$ cat src/rtl/pio_byte_cmd_engine_if.sv
// Avalon-MM single-byte master bus used by pio_byte_cmd_engine.
// master: the command engine; slave: the edited memory.
interface pio_byte_cmd_engine_if #(
  parameter int unsigned ADDR_W = 16
);
  logic [ADDR_W-1:0] mem_address;
  logic              mem_write;
  logic              mem_read;
  logic [7:0]        mem_writedata;
  logic [7:0]        mem_readdata;
  logic              mem_waitrequest;

  modport master (
    output mem_address,
    output mem_write,
    output mem_read,
    output mem_writedata,
    input  mem_readdata,
    input  mem_waitrequest
  );

  modport slave (
    input  mem_address,
    input  mem_write,
    input  mem_read,
    input  mem_writedata,
    output mem_readdata,
    output mem_waitrequest
  );
endinterface

$ cat src/rtl/pio_byte_cmd_engine.sv
// Byte-serial command engine fed by a 9-bit PIO out_port ([8] strobe toggle, [7:0] byte).
// Frames: opcode (0x01 write / 0x02 read), ADDR_BYTES address bytes MSB first, then one
// data byte for writes. Each frame issues one single-byte Avalon-MM transfer; completion is
// reported by flipping ack_tog in status_out = {busy, overrun, err, ack_tog, rdata}.
// Optional build macro PIO_CMD_TIMEOUT_EN: abort a partial frame after TIMEOUT_CYCLES idle
// cycles in ADDR/DATA and flag err.
module pio_byte_cmd_engine #(
  parameter int unsigned ADDR_BYTES     = 2,
  parameter int unsigned ADDR_W         = 16,
  parameter int unsigned TIMEOUT_CYCLES = 50000
) (
  input  logic                  clk,
  input  logic                  reset,
  input  logic [8:0]            pio_in,
  pio_byte_cmd_engine_if.master mem,
  output logic [11:0]           status_out
);

  localparam int unsigned AW = 8 * ADDR_BYTES;
  localparam int unsigned CW = (ADDR_BYTES > 1) ? $clog2(ADDR_BYTES) : 1;
  localparam logic [7:0]    OpWrite     = 8'h01;
  localparam logic [7:0]    OpRead      = 8'h02;
  localparam logic [CW-1:0] LastAddrIdx = CW'(ADDR_BYTES - 1);

  typedef enum logic [2:0] {StIdle, StAddr, StData, StReq, StDone} state_e;

  state_e        state_q, state_d;
  logic          tog_q;
  logic          accept;
  logic [7:0]    rx_byte;
  logic          op_write_q, op_write_d;
  logic [CW-1:0] cnt_q, cnt_d;
  logic [AW-1:0] addr_q, addr_d;
  logic [7:0]    wdata_q, wdata_d;
  logic [7:0]    rdata_q, rdata_d;
  logic          err_q, err_d;
  logic          ovr_q, ovr_d;
  logic          ack_q, ack_d;
  logic          timeout;

  // A new byte is present whenever the strobe bit differs from the last one seen.
  assign accept  = (pio_in[8] != tog_q);
  assign rx_byte = pio_in[7:0];

`ifdef PIO_CMD_TIMEOUT_EN
  localparam int unsigned TW = (TIMEOUT_CYCLES > 1) ? $clog2(TIMEOUT_CYCLES) : 1;
  localparam logic [TW-1:0] ToLast = TW'(TIMEOUT_CYCLES - 1);

  logic [TW-1:0] to_q;
  logic          to_run;

  assign to_run  = (state_q == StAddr) || (state_q == StData);
  assign timeout = to_run && (to_q == ToLast);

  // Inter-byte timer: restarts on every byte, only runs inside a partial frame.
  always_ff @(posedge clk or posedge reset) begin
    if (reset) begin
      to_q <= '0;
    end else if (accept || !to_run) begin
      to_q <= '0;
    end else if (!timeout) begin
      to_q <= to_q + 1'b1;
    end
  end
`else
  assign timeout = 1'b0;
`endif

  // Track the strobe bit so each toggle is consumed exactly once.
  always_ff @(posedge clk or posedge reset) begin
    if (reset) begin
      tog_q <= 1'b0;
    end else begin
      tog_q <= pio_in[8];
    end
  end

  // State and datapath registers.
  always_ff @(posedge clk or posedge reset) begin
    if (reset) begin
      state_q    <= StIdle;
      op_write_q <= 1'b0;
      cnt_q      <= '0;
      addr_q     <= '0;
      wdata_q    <= '0;
      rdata_q    <= '0;
      err_q      <= 1'b0;
      ovr_q      <= 1'b0;
      ack_q      <= 1'b0;
    end else begin
      state_q    <= state_d;
      op_write_q <= op_write_d;
      cnt_q      <= cnt_d;
      addr_q     <= addr_d;
      wdata_q    <= wdata_d;
      rdata_q    <= rdata_d;
      err_q      <= err_d;
      ovr_q      <= ovr_d;
      ack_q      <= ack_d;
    end
  end

  // Frame parser and transfer sequencing.
  always_comb begin
    state_d    = state_q;
    op_write_d = op_write_q;
    cnt_d      = cnt_q;
    addr_d     = addr_q;
    wdata_d    = wdata_q;
    rdata_d    = rdata_q;
    err_d      = err_q;
    ovr_d      = ovr_q;
    ack_d      = ack_q;

    unique case (state_q)
      StIdle: begin
        if (accept) begin
          if ((rx_byte == OpWrite) || (rx_byte == OpRead)) begin
            op_write_d = (rx_byte == OpWrite);
            err_d      = 1'b0;
            ovr_d      = 1'b0;
            cnt_d      = '0;
            state_d    = StAddr;
          end else begin
            err_d = 1'b1;
          end
        end
      end
      StAddr: begin
        if (accept) begin
          addr_d = (addr_q << 8) | AW'(rx_byte);
          cnt_d  = cnt_q + 1'b1;
          if (cnt_q == LastAddrIdx) begin
            state_d = op_write_q ? StData : StReq;
          end
        end else if (timeout) begin
          err_d   = 1'b1;
          state_d = StIdle;
        end
      end
      StData: begin
        if (accept) begin
          wdata_d = rx_byte;
          state_d = StReq;
        end else if (timeout) begin
          err_d   = 1'b1;
          state_d = StIdle;
        end
      end
      StReq: begin
        // Bytes arriving while a transfer is outstanding are dropped.
        if (accept) begin
          ovr_d = 1'b1;
        end
        if (!mem.mem_waitrequest) begin
          if (!op_write_q) begin
            rdata_d = mem.mem_readdata;
          end
          state_d = StDone;
        end
      end
      StDone: begin
        if (accept) begin
          ovr_d = 1'b1;
        end
        ack_d   = ~ack_q;
        state_d = StIdle;
      end
      default: begin
        state_d = StIdle;
      end
    endcase
  end

  // Request is decoded from state so reset drops it asynchronously.
  assign mem.mem_address   = addr_q[ADDR_W-1:0];
  assign mem.mem_writedata = wdata_q;
  assign mem.mem_write     = (state_q == StReq) && op_write_q;
  assign mem.mem_read      = (state_q == StReq) && !op_write_q;

  assign status_out = {(state_q != StIdle), ovr_q, err_q, ack_q, rdata_q};

endmodule
$ cat src/flat_wrapper.sv
// flat-port wrapper written by rule: the top's interface ports become plain ports
module pio_byte_cmd_engine_flat 
#(
  parameter int unsigned ADDR_BYTES     = 2,
  parameter int unsigned ADDR_W         = 16,
  parameter int unsigned TIMEOUT_CYCLES = 50000
)
  (clk, reset, pio_in, status_out, mem_mem_address, mem_mem_write, mem_mem_read, mem_mem_writedata, mem_mem_readdata, mem_mem_waitrequest);
  pio_byte_cmd_engine_if #(.ADDR_W(ADDR_W)) mem_i ();
  input  logic clk;
  input  logic reset;
  input  logic [8:0] pio_in;
  output logic [11:0] status_out;
  output wire logic [$bits(mem_i.mem_address)-1:0] mem_mem_address;
  output wire logic [$bits(mem_i.mem_write)-1:0] mem_mem_write;
  output wire logic [$bits(mem_i.mem_read)-1:0] mem_mem_read;
  output wire logic [$bits(mem_i.mem_writedata)-1:0] mem_mem_writedata;
  input wire logic [$bits(mem_i.mem_readdata)-1:0] mem_mem_readdata;
  input wire logic [$bits(mem_i.mem_waitrequest)-1:0] mem_mem_waitrequest;
  assign mem_mem_address = mem_i.mem_address;
  assign mem_mem_write = mem_i.mem_write;
  assign mem_mem_read = mem_i.mem_read;
  assign mem_mem_writedata = mem_i.mem_writedata;
  assign mem_i.mem_readdata = mem_mem_readdata;
  assign mem_i.mem_waitrequest = mem_mem_waitrequest;
  pio_byte_cmd_engine #(.ADDR_BYTES(ADDR_BYTES), .ADDR_W(ADDR_W), .TIMEOUT_CYCLES(TIMEOUT_CYCLES)) u_core (.clk(clk), .reset(reset), .pio_in(pio_in), .mem(mem_i), .status_out(status_out));
endmodule
$ cat config.mk
export PLATFORM = sky130hd
export DESIGN_NAME = pio_byte_cmd_engine_flat
export DESIGN_NICKNAME = d
export VERILOG_FILES = /design/src/rtl/pio_byte_cmd_engine_if.sv /design/src/rtl/pio_byte_cmd_engine.sv /design/src/flat_wrapper.sv
export SDC_FILE = /design/constraint.sdc
export NUM_CORES = 1
export LEC_CHECK = 0
export CAP_MARGIN = 20
export CORE_MARGIN = 2
export CORE_UTILIZATION = 30
export CTS_CLUSTER_DIAMETER = 100
export DETAILED_ROUTE_END_ITERATION = 8
export SLEW_MARGIN = 10
export SYNTH_ARGS = -nofsm -noshare
export SYNTH_HDL_FRONTEND = slang
export SYNTH_SLANG_ARGS = --single-unit
export TNS_END_PERCENT = 30
$ cat constraint.sdc
create_clock -name clk -period 3.2 [get_ports clk]
set_input_delay 0.64 -clock clk [delete_from_list [all_inputs] [get_ports clk]]
set_output_delay 0.64 -clock clk [all_outputs]
set_load 0.05 [all_outputs]
==> results of run 1 <==
-- critical path, stage by stage (launching register included) --
cell and delay, ps:
dfrtp_1 510, nand3b_1 260, nor2_1 200, clkdlybuf4s50_1 820
-- state kept, by name, indices dropped and copies added (netlist names) --
register and cells:
u_core.rdata_q 8, u_core.state_q 3, u_core.mem.mem_writedata 8, u_core.cnt_q 1, u_core.ack_q 1, u_core.op_write_q 1, u_core.ovr_q 1, u_core.mem.mem_address 16
u_core.err_q 1, u_core.tog_q 1
-- layer usage --
layer / wire length [µm] / vias up
li1: - / 571
met3: 307 / 4
met5: 0 / -
met4: 49 / 0
met1: 1680 / 614
met2: 1810 / 41
-- synth_stat cells, drive strengths merged --
cell and instances:
a21o 1, a21oi 1, a2bb2oi 1, buf 6, dfrtp 41, inv 4, mux2 33, nand2 2
nand2b 1, nand3 2, nand3b 2, nand4b 1, nor2 6, nor2b 1, nor3 1, o211ai 3
o21ai 1, o311ai 2, o31ai 1, o41ai 2, or2 1, or3 3, or4 4, or4b 1
xnor2 3, xor2 1
-- how the worst min path moves through the flow --
| stage | startpoint | depth (start not counted) | slack, ps | end |
|---|---|---|---|---|
| finish | u_core.ack_q | 1 | 480 | u_core.ack_q |
| global route | u_core.ack_q | 1 | 520 | u_core.ack_q |
| CTS | u_core.ack_q | 1 | 480 | u_core.ack_q |
| detailed placement | u_core.ack_q | 1 | 460 | u_core.ack_q |
| global placement | u_core.ack_q | 1 | 470 | u_core.ack_q |
| floorplan | u_core.ack_q | 1 | 450 | u_core.ack_q |
-- cells by family (layout without fill, tap and decap cells) --
family | after synthesis | after routing | share of synthesized area, %
AND/OR/NAND/NOR | 25 | 25 | 8.63
XOR/XNOR | 4 | 4 | 2.37
flip-flops | 41 | 41 | 57.1
AO/OA/AOI/OAI | 12 | 12 | 5.08
multiplexers | 33 | 33 | 22.8
buffers and inverters | 10 | 71 | 4.11
-- cell type report --
type | instances | area [µm²] | share of cell area [%]
well taps | 75 | 93.8 | 3.71
flip-flops and latches | 41 | 1030 | 40.6
clock inverters | 2 | 35.0 | 1.38
repair buffers | 60 | 593 | 23.4
clock buffers | 5 | 68.8 | 2.72
inverters | 4 | 15.0 | 0.593
multi-input cells | 74 | 698 | 27.6
-- where the power goes --
group | internal, mW | switching, mW | total [mW] | leakage, nW
clock | 0.227 | 0.169 | 0.395 | 0.0540
sequential | 0.701 | 0.129 | 0.830 | 0.490
combinational | 0.551 | 0.852 | 1.40 | 0.536
-- per-stage QoR --
step	hold slack, ps	cells	power [mW]	instance area, µm²
after CTS	479	261	2.66	2530
after global placement	468	254	2.23	2430
after global routing	520	261	2.78	2530
final	478	261	2.63	2530
after floorplan	447	125	1.81	1800
after detailed placement	464	254	2.25	2430
==> metrics.txt, run 1 <==
Nets about 210; Slew HR a little under three fifths; Finished Core Util a little over two fifths; Mapped Cells roughly 130; Layout area overhead 40.7%; area fraction of the dominant cell type after synthesis 57.1%; Worst-path clk slew about 80 ps; termination of the worst setup path mem_mem_write; Root Buffer clkbuf_8; DP Worst Slack 684 ps; largest net degree at the start of global routing 19; RSZ-0062 raised after global routing no; ANT nets after route 0; Initial Util 30.7%; Worst EP required around 2600 ps; synth unique cells 33; reg2reg end u_core.rdata_q[0]; average size of a mapped cell 14.4 µm²; grt peak-use layer met2; Syn Nets about 150; CTS Buffer Depth 2; antenna violations before repair 0; pwr/cell area approximately 1000 nW/µm²; placer's final routability congestion estimate 0.824; full die area 6630 µm²; Final period util a little under nine tenths; CTS buffer count 5; Max Clock Skew 4.50 ps; Max Cap Violations 0; Area contributors post-synth dfrtp_1, mux2_2, mux2_4, buf_4, nor2_1; via count 1230; CP Launch Type flop; chip height between 80 and 90 µm; max frequency approximately 370 MHz; met3 usage about 4.5%; Die Width a little over 80 µm; vias in the first global route about 1300; most frequent cells in the layout clkdlybuf4s50_1, dfrtp_1, mux2_2; CP Max Fanout 12; final setup margin 478 ps; worst reg2reg startpoint u_core.state_q[1]; first-pass GRT wire length roughly 6500 µm; status finished clean; setup TNS 0 ps; hold crit path type flop to flop; count of pins over their slew limit 0; port buffer count 57; number of gates resized after cts 0; Worst VDD drop around 0.00052 V; Ports 58; Critical Path End Type output pin; wire per inst between 10 and 15 µm; GR Util All Layers a little over an eighth; detailed placement HPWL 2900 µm; DRC Markers 0; sequential area share after synthesis 57.1%; 1st-pass router iterations 4; clk sinks between 40 and 50; Rows 28; vias per cell roughly 4.7; final-report hold violation count 0; GRT overflow 0; Final min period 2720 ps; crit path kind flop to output pin; Pleak 1.08 nW; n_diodes 0; H-tree levels 2; Crit path arrival time between 2000 and 2500 ps; core area 5850 µm²; layout cells sized above 1 between 20% and 30%; Setup Buffers After CTS 0; area leader, netlist dfrtp_1; routing usage on met2 20.3%; hold buffers post-CTS 0; drt initial violations 43; Worst-Margin Slew 645 ps; CTS tree built; commonest non-fill, non-tap cell in the layout clkdlybuf4s50_1; Register-to-Register Path Depth 3; Skew-Pair Late Insertion Delay roughly 290 ps; Synth Register Bits approximately 40; R2R Setup Slk 1340 ps; met1 track utilization from global routing between 10% and 20%; final WL just under 4000 µm; Crit. Startpoint u_core.state_q[1]; Filler Cell Count approximately 530; Post-Syn Area about 1800 µm²; Setup violations, final 0; Yosys warning count 0
Note: power is estimated with default switching activity, not from simulation.
==> run 2: changes to the inputs <==
--- a/config.mk
+++ b/config.mk
@@ -6,10 +6,13 @@
 export NUM_CORES = 1
 export LEC_CHECK = 0
 export CAP_MARGIN = 20
+export CELL_PAD_IN_SITES_DETAIL_PLACEMENT = 0
+export CELL_PAD_IN_SITES_GLOBAL_PLACEMENT = 1
 export CORE_MARGIN = 2
 export CORE_UTILIZATION = 30
 export CTS_CLUSTER_DIAMETER = 100
 export DETAILED_ROUTE_END_ITERATION = 8
+export PLACE_DENSITY_LB_ADDON = 0.1
 export SLEW_MARGIN = 10
 export SYNTH_ARGS = -nofsm -noshare
 export SYNTH_HDL_FRONTEND = slang
==> run 2 against run 1 <==
Against the previous run: clock-buffer cell count rose by 1; wire length rose by 1.1%; sequential share of layout area fell by 0.26 points; highest routed layer unchanged.
==> metrics.txt, run 2 (same netlist as run 1, synthesis figures left out) <==
max reg flops 16 (unchanged); Setup Buffers After CTS 0 (unchanged); chip height 81.4 µm (unchanged); Switch Pwr 1.16 mW (+0.70%); power share of the sequential group 31.4% (-0.2 points); Final period util 84.4% (-0.66 points); Register-to-Register Path Depth 3 (unchanged); detailed placement HPWL 2940 µm (+1.3%); antenna violations before repair 0 (unchanged); DRC Markers 0 (unchanged); Worst-Margin Slew 805 ps (+160 ps); final WL 3900 µm (+1.1%); Initial Util 30.7% (unchanged); Clk pwr share 16.3% (+1.3 points); vias in the first global route 1270 (+1.6%); final-report hold violation count 0 (unchanged); CP Max Fanout 12 (unchanged); full die area 6630 µm² (unchanged); GR Util All Layers 13.1% (+0.088 points); Die Width 81.4 µm (unchanged); hold path depth 1 (unchanged); pwr/cell area 1050 nW/µm² (+0.75%); number of gates resized after cts 0 (unchanged); Nets 206 (unchanged); first-pass GRT wire length 6470 µm (-1.1%); Layout area overhead 41.6%; hold crit path type flop to flop; crit path kind flop to output pin; Rows 28 (unchanged); H-tree levels 2 (unchanged); hold buffers post-CTS 0 (unchanged); Pleak 1.08 nW (about the same); layout cells sized above 1 26.2% (+0.40 points); largest net degree at the start of global routing 23 (+4); setup TNS 0 ps (unchanged); Worst VDD drop 0.000424 V (-18%); hold endpoint u_core.ack_q; Max Cap Violations 0 (unchanged); switching part of the total 43.5% (-0.30 points); Setup violations, final 0 (unchanged); CTS tree built; Crit. Startpoint u_core.state_q[1]; n_diodes 0 (unchanged); reg2reg end u_core.rdata_q[7]; Worst-path clk slew 70 ps (about the same); final setup margin 499 ps (+21.1 ps); Int Power 1.51 mW (+1.9%); 1st-pass router iterations 4 (unchanged); wire per inst 14.9 µm (+0.70%); Final min period 2700 ps (-21.1 ps); Skew-Pair Late Insertion Delay 290 ps (about the same); Max Clock Skew 10.6 ps (+6.15 ps); DP Worst Slack 677 ps (-6.14 ps); most frequent cells in the layout clkdlybuf4s50_1, dfrtp_1, mux2_2; port buffer count 57 (unchanged); max frequency 370 MHz (+0.78%); ANT nets after route 0 (unchanged); placer's final routability congestion estimate 0.753 (-8.7%); RSZ-0062 raised after global routing no; count of pins over their slew limit 0 (unchanged); Worst EP required 2560 ps (about the same); CP Launch Type flop; CTS Buffer Depth 2 (unchanged); vias per cell 4.75 (+0.75%); clk sinks 41 (unchanged); Root Buffer clkbuf_8; CTS buffer count 5 (unchanged); combinational share of power 52.3% (-1.1 points); drt initial violations 46 (+7.0%); GRT overflow 0 (unchanged); via count 1244 (+1.1%); hold_sp u_core.ack_q; Crit path arrival time 2060 ps (-20 ps); R2R Setup Slk 1380 ps (+40 ps); commonest non-fill, non-tap cell in the layout clkdlybuf4s50_1; Ports 58 (unchanged); Slew HR 46.0% (-11 points); Critical Path End Type output pin; worst reg2reg startpoint u_core.state_q[1]; core area 5850 µm² (unchanged); status finished clean
## run 2: changes by cell type in the layout (fill, tap and decap cells not counted), sizes merged
cell,delta
clkinvlp,+1
inv,-1
clkbuf,+1
## run 2: power by group through the flow
stage                     clock, mW  combinational (mW)  sequential (mW)
final                         0.434                1.39            0.836
after global routing          0.473                1.46            0.867
after CTS                     0.448                1.41            0.839
after detailed placement          0                1.41            0.848
after global placement            0                1.40            0.836
after floorplan                   0               0.441             1.37
## run 2: layout make-up
class / count / area [µm²]
clock buffers: 6 / 82.6
well taps: 75 / 93.8
flip-flops and latches: 41 / 1030
repair buffers: 60 / 593
multi-input cells: 74 / 698
inverters: 4 / 15.0
clock inverters: 2 / 37.5
fillers: 549 / 3300
## run 2: layer usage
layer / global-route usage [%] / up-vias / routed length, µm
li1: - / 572 / -
met2: 21.6 / 38 / 1970
met4: 4.24 / 0 / 23
met5: 0 / - / 0
met1: 16.1 / 632 / 1680
met3: 4.73 / 2 / 228
## run 2: critical path, cell delays in order (launching register included)
cell and delay [ps]:
dfrtp_1 530, nand3b_1 250, nor2_1 170, clkdlybuf4s50_1 820
## run 2: worst max path at each step
stage / end / cells after the start
floorplan: mem_mem_read / 2
global placement: u_core.op_write_q / 4
detailed placement: u_core.mem.mem_address[8] / 5
CTS: mem_mem_write / 3
global route: mem_mem_read / 3
finish: mem_mem_read / 3
## run 2: stage by stage
step / hold slack, ps / power [mW] / utilization (%) / std cells / instance area [µm²]
finish: 491 / 2.67 / 43.5 / 262 / 2550
global route: 527 / 2.80 / 43.5 / 262 / 2550
CTS: 497 / 2.70 / 43.5 / 262 / 2550
detailed placement: 471 / 2.26 / 41.5 / 254 / 2430
global placement: 474 / 2.24 / 41.5 / 254 / 2430
floorplan: 447 / 1.81 / - / 125 / 1800
==> run 3: changes to the inputs <==
==> constraint.sdc (replaced) <==
create_clock -name clk -period 2.75 [get_ports clk]
set_input_delay 0.55 -clock clk [delete_from_list [all_inputs] [get_ports clk]]
set_output_delay 0.55 -clock clk [all_outputs]
set_load 0.05 [all_outputs]
==> run 3 against run 2 <==
Against the previous run: first-iteration DRC count down 39%; non-clock buffer count up 2; total power up 11%; hold slack worse by 8.1 ps; final cell count unchanged; register-to-register slack worse by 440 ps; final area down 1.0%; wire length down 2.4%; setup slack worse by 240 ps; global-route usage about the same.
==> metrics.txt, run 3 (same netlist as run 1, synthesis figures left out) <==
chip height 81.4 µm (unchanged); core area 5850 µm² (unchanged); CP Launch Type flop; via count 1201 (-3.5%); commonest non-fill, non-tap cell in the layout clkdlybuf4s50_1; Filler Cell Count 559 (+1.8%); Ports 58 (unchanged); max frequency 401 MHz; Critical Path Max Stage Delay 730 ps (-90 ps); count of pins over their slew limit 0 (unchanged); Critical Path End Type output pin; Buf/Inv on CP 1 (unchanged); Nets 208 (+0.97%); Pleak 1.11 nW (+2.6%); clk sinks 41 (unchanged); CP delay by family, top buffers and inverters; detailed placement HPWL 2910 µm (-0.89%); pwr/cell area 1170 nW/µm² (+12%); Die Width 81.4 µm (unchanged); antenna violations before repair 0 (unchanged); vias per cell 4.58 (-3.5%); hold_sp u_core.ack_q; full die area 6630 µm² (unchanged); Final period util 90.6%; R2R Setup Slk 940 ps (-440 ps); most frequent cells in the layout clkdlybuf4s50_1, dfrtp_1, mux2_2; CTS Buffer Depth 2 (unchanged); CP max stage cell clkdlybuf4s50_1; setup TNS 0 ps (unchanged); RSZ-0062 raised after global routing no; Reg area 1030 µm² (unchanged); Root Buffer clkbuf_8; placer's final routability congestion estimate 0.738 (-1.9%); Max Clock Skew 5.66 ps (-4.98 ps); CP Max Fanout 12 (unchanged); Rows 28 (unchanged); Initial Util 30.7% (unchanged); reg2reg end u_core.rdata_q[6]; wire per inst 14.5 µm (-2.4%); Non-Filler Instances 262 (unchanged); largest net degree at the start of global routing 20 (-13%); Design Power 2.95 mW (+11%); hold crit path type flop to flop; Skew-Pair Late Insertion Delay 290 ps (about the same); Worst-Margin Slew 664 ps (-141 ps); Setup Buffers After CTS 0 (unchanged); final-report hold violation count 0 (unchanged); placed instance count 256 (+0.79%); GR Util All Layers 13.1% (-0.041 points); hold path depth 1 (unchanged); CTS buffer count 5 (unchanged); worst reg2reg startpoint u_core.state_q[1]; Final min period between 2000 and 2500 ps; H-tree levels 2 (unchanged); drt initial violations 28 (-39%); Setup violations, final 0 (unchanged); ANT nets after route 0 (unchanged); DRC Markers 0 (unchanged); n_diodes 0 (unchanged); Register-to-Register Path Depth 3 (unchanged); crit path kind flop to output pin; Worst-path clk slew 70 ps (about the same); Worst EP required 2200 ps (-360 ps); final WL 3810 µm (-2.4%); area taken by multi-input logic gates 698 µm² (unchanged); Max Cap Violations 0 (unchanged); status finished clean; port buffer count 57 (unchanged); Crit path arrival time 1940 ps (-120 ps); hold endpoint u_core.ack_q; vias in the first global route 1235 (-2.8%); Cell Chain, Critical Path or3_1, clkdlybuf4s50_1; CTS tree built; cell area after layout 2520 µm² (-1.0%); GRT overflow 0 (unchanged); 1st-pass router iterations 4 (unchanged); max reg flops 16 (unchanged); first-pass GRT wire length 6350 µm (-1.8%); Placed Area 2440 µm² (+0.62%); Layout area overhead 40.2%; layout cells sized above 1 26.2% (unchanged); Worst VDD drop 0.000598 V (+41%); Slew HR 55.4% (+9.5 points)
## run 3: layer usage
layer  GRT usage [%]  wire, µm  vias to the layer above
met5               0         0                        -
met4            5.08        52                        0
met3            4.29       196                        7
met2            20.6      1900                       37
met1            16.7      1660                      584
li1                -         -                      573
## run 3: cell type report
type                            instances  area share, %
Clock inverter                          1          0.199
Clock buffer                            5           2.73
Tap cell                               75           3.72
Timing Repair Buffer                   62           24.3
Inverter                                4          0.596
Multi-Input combinational cell         74           27.7
Sequential cell                        41           40.7
## run 3: where the power goes
group	internal, mW	switching [mW]
combinational	0.646	0.986
sequential	0.816	0.149
clock	0.167	0.190
## run 3: what timing repair did
action,in CTS,in global routing
gates resized for setup,0,2
hold buffers,0,0
setup endpoints to repair,0,2
## run 3: stage by stage
| stage | hold WS (ps) | setup slack, ps | util (%) |
|---|---|---|---|
| after floorplan | 447 | 862 | - |
| after global placement | 472 | 356 | 41.7 |
| after detailed placement | 467 | 297 | 41.7 |
| after CTS | 486 | 140 | 43.0 |
| after global routing | 508 | 165 | 43.1 |
| final | 482 | 258 | 43.1 |
## run 3: how the worst max path moves through the flow
stage / depth (start not counted) / from / end / slack [ps]
after global routing: 2 / u_core.state_q[1] / status_out[11] / 170
after CTS: 3 / u_core.state_q[1] / mem_mem_write / 140
after detailed placement: 4 / pio_in[4] / u_core.op_write_q / 300
after global placement: 4 / pio_in[4] / u_core.op_write_q / 360
after floorplan: 2 / u_core.state_q[2] / mem_mem_read / 860
final: 2 / u_core.state_q[1] / status_out[11] / 260
